### src/rtl/pc_fetch_unit.sv
// Fetch stage around the PC adder: one outstanding 16-bit fetch, responses tagged with PC in a FIFO.
// Optional FETCH_PERF_CNT_EN adds perf_fetch_cnt / perf_stall_cnt outputs.

module pc_fetch_unit #(
   parameter logic [31:0] RESET_PC  = 32'h0000_0000,
   parameter int          BUF_DEPTH = 2
) (
   input  logic        clk,
   input  logic        rst,
   output logic [31:0] pc_out,
   input  logic [31:0] pc_new,
   input  logic        pc_ctrl,
   output logic        imem_req_valid,
   output logic [31:0] imem_req_addr,
   input  logic        imem_req_ready,
   input  logic        imem_rsp_valid,
   input  logic [15:0] imem_rsp_data,
   output logic        inst_valid,
   output logic [15:0] inst_data,
   output logic [31:0] inst_pc,
   input  logic        inst_ready
`ifdef FETCH_PERF_CNT_EN
   ,
   output logic [31:0] perf_fetch_cnt,
   output logic [31:0] perf_stall_cnt
`endif
);

   localparam int PW = $clog2(BUF_DEPTH);
   localparam int CW = PW + 1;

   typedef enum logic [1:0] {S_REQ, S_WAIT, S_DRAIN} state_t;

   state_t        state;
   logic [31:0]   tag;
   logic [15:0]   data_mem [BUF_DEPTH];
   logic [31:0]   pc_mem   [BUF_DEPTH];
   logic [PW-1:0] rd_ptr;
   logic [PW-1:0] wr_ptr;
   logic [CW-1:0] count;
   logic          req_fire;
   logic          push;
   logic          pop;

   // A request only goes out when a FIFO slot is guaranteed for its response.
   assign imem_req_addr  = {pc_out[31:1], 1'b0};
   assign imem_req_valid = !rst && (state == S_REQ) && (count < CW'(BUF_DEPTH));
   assign req_fire       = imem_req_valid && imem_req_ready;

   assign inst_valid = (count != '0);
   assign inst_data  = data_mem[rd_ptr];
   assign inst_pc    = pc_mem[rd_ptr];

   assign push = (state == S_WAIT) && imem_rsp_valid && !pc_ctrl;
   assign pop  = inst_valid && inst_ready && !pc_ctrl;

   always_ff @(posedge clk) begin
      if (rst) begin
         state  <= S_REQ;
         pc_out <= RESET_PC;
         tag    <= '0;
      end else if (pc_ctrl) begin
         pc_out <= pc_new;
         unique case (state)
            S_REQ:   if (req_fire) state <= S_DRAIN;
            S_WAIT:  state <= imem_rsp_valid ? S_REQ : S_DRAIN;
            S_DRAIN: state <= S_DRAIN;
            default: state <= S_REQ;
         endcase
      end else begin
         unique case (state)
            S_REQ: begin
               if (req_fire) begin
                  pc_out <= pc_new;
                  tag    <= imem_req_addr;
                  state  <= S_WAIT;
               end
            end
            S_WAIT:  if (imem_rsp_valid) state <= S_REQ;
            S_DRAIN: if (imem_rsp_valid) state <= S_REQ;
            default: state <= S_REQ;
         endcase
      end
   end

   // Redirect empties the buffer outright; any same-cycle push or pop is dropped.
   always_ff @(posedge clk) begin
      if (rst) begin
         rd_ptr <= '0;
         wr_ptr <= '0;
         count  <= '0;
         for (int i = 0; i < BUF_DEPTH; i++) begin
            data_mem[i] <= '0;
            pc_mem[i]   <= '0;
         end
      end else if (pc_ctrl) begin
         rd_ptr <= '0;
         wr_ptr <= '0;
         count  <= '0;
      end else begin
         if (push) begin
            data_mem[wr_ptr] <= imem_rsp_data;
            pc_mem[wr_ptr]   <= tag;
            wr_ptr           <= wr_ptr + PW'(1);
         end
         if (pop) begin
            rd_ptr <= rd_ptr + PW'(1);
         end
         if (push && !pop) begin
            count <= count + CW'(1);
         end else if (pop && !push) begin
            count <= count - CW'(1);
         end
      end
   end

`ifdef FETCH_PERF_CNT_EN
   always_ff @(posedge clk) begin
      if (rst) begin
         perf_fetch_cnt <= '0;
         perf_stall_cnt <= '0;
      end else begin
         if (pop) begin
            perf_fetch_cnt <= perf_fetch_cnt + 32'd1;
         end
         if (!inst_valid) begin
            perf_stall_cnt <= perf_stall_cnt + 32'd1;
         end
      end
   end
`else
   // Counters are absent in this build.
`endif

endmodule
### config.mk
export PLATFORM = sky130hd
export DESIGN_NAME = pc_fetch_unit
export DESIGN_NICKNAME = d
export VERILOG_FILES = /design/src/rtl/pc_fetch_unit.sv
export SDC_FILE = /design/constraint.sdc
export NUM_CORES = 1
export LEC_CHECK = 0
export ABC_AREA = 1
export CELL_PAD_IN_SITES_DETAIL_PLACEMENT = 0
export CELL_PAD_IN_SITES_GLOBAL_PLACEMENT = 1
export CORE_ASPECT_RATIO = 0.75
export CORE_MARGIN = 8
export CORE_UTILIZATION = 42
export CTS_BUF_LIST = sky130_fd_sc_hd__clkbuf_4 sky130_fd_sc_hd__clkbuf_8
export DETAILED_ROUTE_END_ITERATION = 10
export PLACE_DENSITY_LB_ADDON = 0.1
export SYNTH_ARGS = -nofsm -noshare
export SYNTH_HDL_FRONTEND = slang
export SYNTH_SLANG_ARGS = --single-unit
### constraint.sdc
create_clock -name clk -period 7.8 [get_ports clk]
set_clock_uncertainty 0.1 [all_clocks]
set_input_delay 1.56 -clock clk [delete_from_list [all_inputs] [get_ports clk]]
set_output_delay 1.56 -clock clk [all_outputs]
set_load 0.01 [all_outputs]
==> results of run 1 <==
-- cells by family (layout without fill, tap and decap cells) --
family,count (synthesis),after routing,share of synthesized area
buffers and inverters,126,261,0.0958
muxes,47,47,0.0773
AOI/OAI and AO/OA,76,76,0.0560
and+or+nand+nor,250,250,0.144
other,1,2,0.000548
DFF,164,164,0.617
adders and majority gates,5,5,0.00914
-- registers in the layout, summed over array words and instances, names as in the netlist, named ones only --
register / count
tag: 31
rd_ptr: 1
count: 2
state: 2
data_mem: 32
pc_mem: 62
pc_out: 32
wr_ptr: 1
-- stage by stage --
stage / std cells / power [µW] / utilization / worst slack, ns / hold WS (ns)
final: 1015 / 1870 / 0.553 / 2.93 / 0.368
after global routing: 1015 / 1940 / 0.553 / 2.81 / 0.387
after CTS: 1015 / 1890 / 0.553 / 2.90 / 0.369
after detailed placement: 983 / 1200 / 0.525 / 2.90 / 0.356
after global placement: 983 / 1200 / 0.525 / 2.91 / 0.353
after floorplan: 670 / 1090 / - / 4.05 / 0.342
-- critical path, cell delays in order --
cell,delay [ns]
buf_2,0.57
inv_4,0.31
nand2_1,0.20
nor2_2,0.06
clkdlybuf4s50_1,0.47
-- worst min path at each step --
stage	startpoint	to	slack (ns)	cells past startpoint
2_1_floorplan	tag[1]$_SDFFE_PP0P_	tag[1]$_SDFFE_PP0P_	0.34	2
3_3_place_gp	rd_ptr$_SDFFE_PP0P_	register	0.35	2
3_5_place_dp	tag[3]$_SDFFE_PP0P_	tag[3]$_SDFFE_PP0P_	0.36	2
4_1_cts	tag[3]$_SDFFE_PP0P_	tag[3]$_SDFFE_PP0P_	0.37	2
5_1_grt	tag[9]$_SDFFE_PP0P_	tag[9]$_SDFFE_PP0P_	0.39	2
6_report	tag[3]$_SDFFE_PP0P_	tag[3]$_SDFFE_PP0P_	0.37	2
-- cell type report --
type	instances	share of cell area
clock inverter	13	0.0231
inverter	59	0.0254
tap	210	0.0297
multi-input combinational	380	0.224
timing repair buffer	170	0.191
clock buffer	19	0.0289
sequential	164	0.478
-- report_power, final --
group | switching, µW | total (µW) | internal (µW)
combinational | 97.0 | 204 | 107
sequential | 24.8 | 971 | 947
clock | 304 | 697 | 393
-- synth_stat cells --
master and count:
buf_4 36, mux2_2 47, nand4_4 1, nand3_2 1, inv_4 1, ha_1 5
a21oi_1 39, or2_2 1, inv_1 57, nor2_1 162, nand2_2 1, edfxtp_1 94
buf_6 3, o21ai_0 31, o21bai_1 1, conb_1 1, buf_2 18, nand2_1 77
o21ai_1 5, inv_2 1, nor2_4 1, dfxtp_1 70, nor2_2 2, nand3_1 4
clkbuf_1 10
-- layer usage --
layer | GRT usage | vias to the layer above | routed length [µm]
met1 | 0.204 | 2252 | 7640
li1 | - | 2378 | -
met5 | 0 | - | 8
met3 | 0.0611 | 18 | 1450
met4 | 0.0527 | 2 | 205
met2 | 0.263 | 158 | 7240
==> results.md, run 1 <==
- Status: finished clean
- VDD IR-drop max: 111 µV
- CP arrival: 3.21 ns
- Clk buf depth: 2
- Remaining global-route overflow: 0
- Setup TNS: 0 ns
- CP required: 6.14 ns
- Synthesized area: 6840 µm²
- Layout area overhead: 29.1%
- Seq/Total Area, Yosys: 0.617
- Die Y: 127 µm
- Synthesis-stage register bit count: 164
- Maximum clock rate: 0.205 GHz
- PostCTS Resize Cnt: 0
- Clk slew on worst S/H paths: 0.08 ns
- Crit. End Element: output port
- Worst setup path end: imem_req_valid
- H-tree depth: 4
- Min-delay worst type: register to register
- First-pass GRT wire length: 26600 µm
- Crit path max fanout: 37
- Critical Path Start: rst
- RSZ-0062 raised after global routing: false
- Largest net degree at the start of global routing: 48
- Filler cell count: 1390
- Final hold viol count: 0
- Final instance area: 8830 µm²
- Antenna viol nets, final: 0
- Setup slack, reg-to-reg: 5.54 ns
- Most common cell after layout, fill and taps aside: clkdlybuf4s50_1
- # nets final: 851
- Most frequent cells in the layout: clkdlybuf4s50_1 (164), nor2_1 (162), edfxtp_1 (94), nand2_1 (74), dfxtp_1 (69)
- Netlist cell types: 25
- Wire per inst: 16.3 µm
- Routed wire length: 16500 µm
- Minimum clock period: 4.87 ns
- Hold_buf cts: 0
- TritonCTS clock tree: built
- Chip width: 163 µm
- Max-slew headroom: 0.503
- Area share of the largest cell type after synthesis: 0.413
- Setup violations, final: 0
- Vias in the first global route: 5032
- Post-placement cell area: 8380 µm²
- Setup repair bufs after CTS: 0
- Worst R2R Start: state[0]$_SDFFE_PP0P_
- Antenna diodes: 0
- Synth warn: 0
- MaxCap Viol Count: 0
- Crit path launch type: primary input
- Final period utilization: 0.624
- Die area: 20700 µm²
- Drt first-iter violations: 285
- Clk sink count: 164
- # rows: 40
- Clock Latency Late Sink: 0.45 ns
- Initial antenna violation count: 1
- Reg area: 4230 µm²
- Mapped Cells: 669
- Overall routing resource usage: 0.165
- Initial DRT Pass Iterations: 4
- TritonCTS Buffers: 17
- Avg Cell Area, Syn: 10.2 µm²
- Area contributors post-synth: edfxtp_1 (41%), dfxtp_1 (20%), nor2_1 (8.9%)
- Power per standard cell area: 212 nW/µm²
- Number of port buffers: 165
- Multi-input gate area: 1980 µm²
- CORE AREA: 16000 µm²
- Leakage power: 0.00320 µW
- Vias per inst: 4.74
- Share of cells above drive strength 1: 0.122
- Slew @ Worst Pin: 0.744 ns
- Detailed-route DRC error count: 0
- R2R cell count: 7
- Routed via count: 4808
- Max-slew violations: 0
- Initial Util: 0.429
- R2R Path End: pc_out[11]$_SDFFE_PP0P_
- Synth area leader: edfxtp_1
- GP Congestion: 0.778
- I/O pins: 168
- DP HPWL: 11000 µm
- CTS root buf: clkbuf_8
- Kind of critical path: primary input to output port
No activity file was read; power rests on OpenSTA's default activity.
==> run 2, diff against run 1 <==
- CORE_UTILIZATION: 42 -> 39
- clock period: 7.8 -> 4.6 ns (I/O delays scaled with it)
==> run 2 against run 1 <==
Net effect: utilization is 4.2 points lower; sequential cell count stayed put; count of clock-buffer cells in the layout is 1 higher; via count is 1.2% higher; final area is 0.67% higher; register-to-register slack worse by 3.3 ns; non-clock buffer count is 2 higher; combinational power is 72% higher; first-iteration DRC count is 24% lower; critical path type is now register to output port; critical endpoint is now inst_pc[29]; largest cell class unchanged; highest routed layer is now met4.
==> results.md, run 2 (synthesis results as in run 1) <==
- Setup slack, reg-to-reg: 2.28 ns
- Detailed-route DRC error count: 0
- Hold path depth: 2
- Routed wire length: 17400 µm
- Die Y: 131 µm
- CORE AREA: 17400 µm²
- Setup repair bufs after CTS: 0
- Crit. End Element: output port
- Die area: 22100 µm²
- Most frequent cells in the layout: clkdlybuf4s50_1 (165), nor2_1 (162), edfxtp_1 (94), nand2_1 (74), dfxtp_1 (69)
- Clk slew on worst S/H paths: 0.09 ns
- CTS root buf: clkbuf_8
- Chip width: 169 µm
- # rows: 42
- Hold endpoint: tag[19]$_SDFFE_PP0P_
- Clock Latency Late Sink: 0.44 ns
- Routed via count: 4868
- Largest net degree at the start of global routing: 48
- Initial antenna violation count: 0
- Share of cells above drive strength 1: 0.124
- Maximum clock rate: 0.273 GHz
- CP required: 3.58 ns
- GP Congestion: 0.740
- Clk buf depth: 2
- Worst setup margin: 0.934 ns
- Slew @ Worst Pin: 0.854 ns
- First-pass GRT wire length: 27200 µm
- Minimum clock period: 3.67 ns
- TritonCTS Buffers: 17
- Final hold viol count: 0
- Vias per inst: 4.64
- Number of port buffers: 165
- Setup violations, final: 0
- Leakage power: 0.00321 µW
- H-tree depth: 4
- Max FFs per register: 62
- MaxCap Viol Count: 0
- # nets final: 853
- Initial Util: 0.393
- Hold Slack: 0.368 ns
- Kind of critical path: register to output port
- Status: finished clean
- Wire per inst: 16.6 µm
- PostCTS Resize Cnt: 0
- Hold_buf cts: 0
- Core Util, Final: 0.511
- Worst R2R Start: state[1]$_SDFFE_PP0P_
- Setup TNS: 0 ns
- Max-slew violations: 0
- Crit path max fanout: 30
- R2R cell count: 7
- Regs by FF count: pc_mem: 62 flops, data_mem: 32 flops, pc_out: 32 flops
- Drt first-iter violations: 216
- Final instance area: 8890 µm²
- Clk sink count: 164
- Min-delay worst type: register to register
- RSZ-0062 raised after global routing: false
- Final period utilization: 0.797
- Overall routing resource usage: 0.161
- Post-placement cell area: 8450 µm²
- Vias in the first global route: 5089
- Antenna viol nets, final: 0
- Max-slew headroom: 0.431
- VDD IR-drop max: 204 µV
- Power per standard cell area: 353 nW/µm²
- Largest Register: pc_mem
- Initial DRT Pass Iterations: 4
- Antenna diodes: 0
- I/O pins: 168
- Remaining global-route overflow: 0
- CP arrival: 2.65 ns
- R2R Path End: data_mem[0][14]$_SDFFCE_PN0P_
- Most common cell after layout, fill and taps aside: clkdlybuf4s50_1
- TritonCTS clock tree: built
- DP HPWL: 11300 µm
- Setup WS pre-CTS: 1.05 ns
- Crit path launch type: register
- Layout area overhead: 30.0%
- Worst Min Path Start: tag[19]$_SDFFE_PP0P_
## run 2: cell types whose count changed in the layout (fill, tap and decap cells not counted), sizes merged
cell and change:
clkinv -2, clkinvlp +2, buf +1, clkdlybuf4s50 +1, bufinv -1, clkbuf +1
## run 2: critical path, cell delays in order (launching register included)
cell and delay (ns):
dfxtp_2 0.88, buf_4 0.41, mux2_2 0.40, clkdlybuf4s50_1 0.49
## run 2: area by class of cell
| class | instances | area, µm² |
|---|---|---|
| fill | 1595 | 8500 |
| sequential | 164 | 4230 |
| multi-input combinational | 380 | 1980 |
| timing repair buffer | 172 | 1720 |
| tap | 242 | 303 |
| clock buffer | 20 | 269 |
| inverter | 59 | 224 |
| clock inverter | 12 | 176 |
## run 2: through the flow
step	total power, µW	std cells
floorplan	1850	670
global placement	2030	1017
detailed placement	2040	1017
CTS	3180	1049
global route	3260	1049
finish	3140	1049
## run 2: worst max-delay path by stage
stage | endpoint | slack, ns | depth (start not counted)
floorplan | data_mem[1][0]$_SDFFCE_PN0P_ | 1.49 | 6
global placement | imem_req_valid | 1.04 | 5
detailed placement | imem_req_valid | 1.05 | 5
CTS | inst_pc[15] | 0.86 | 3
global route | inst_pc[16] | 0.77 | 3
finish | inst_pc[29] | 0.93 | 3
## run 2: routing by layer
metal  GRT usage  part of all wire  vias to the layer above
li1            -                 -                     2381
met1       0.192              0.44                     2364
met2       0.282              0.49                      117
met3      0.0456             0.060                        6
met4      0.0429            0.0040                        0
met5           0                 0                        -
## run 2: report_power, final
part | switching, µW | total [µW] | internal [µW]
Clock | 518 | 1140 | 627
Sequential | 42.2 | 1650 | 1600
Combinational | 167 | 351 | 184
Total | 727 | 3140 | 2420
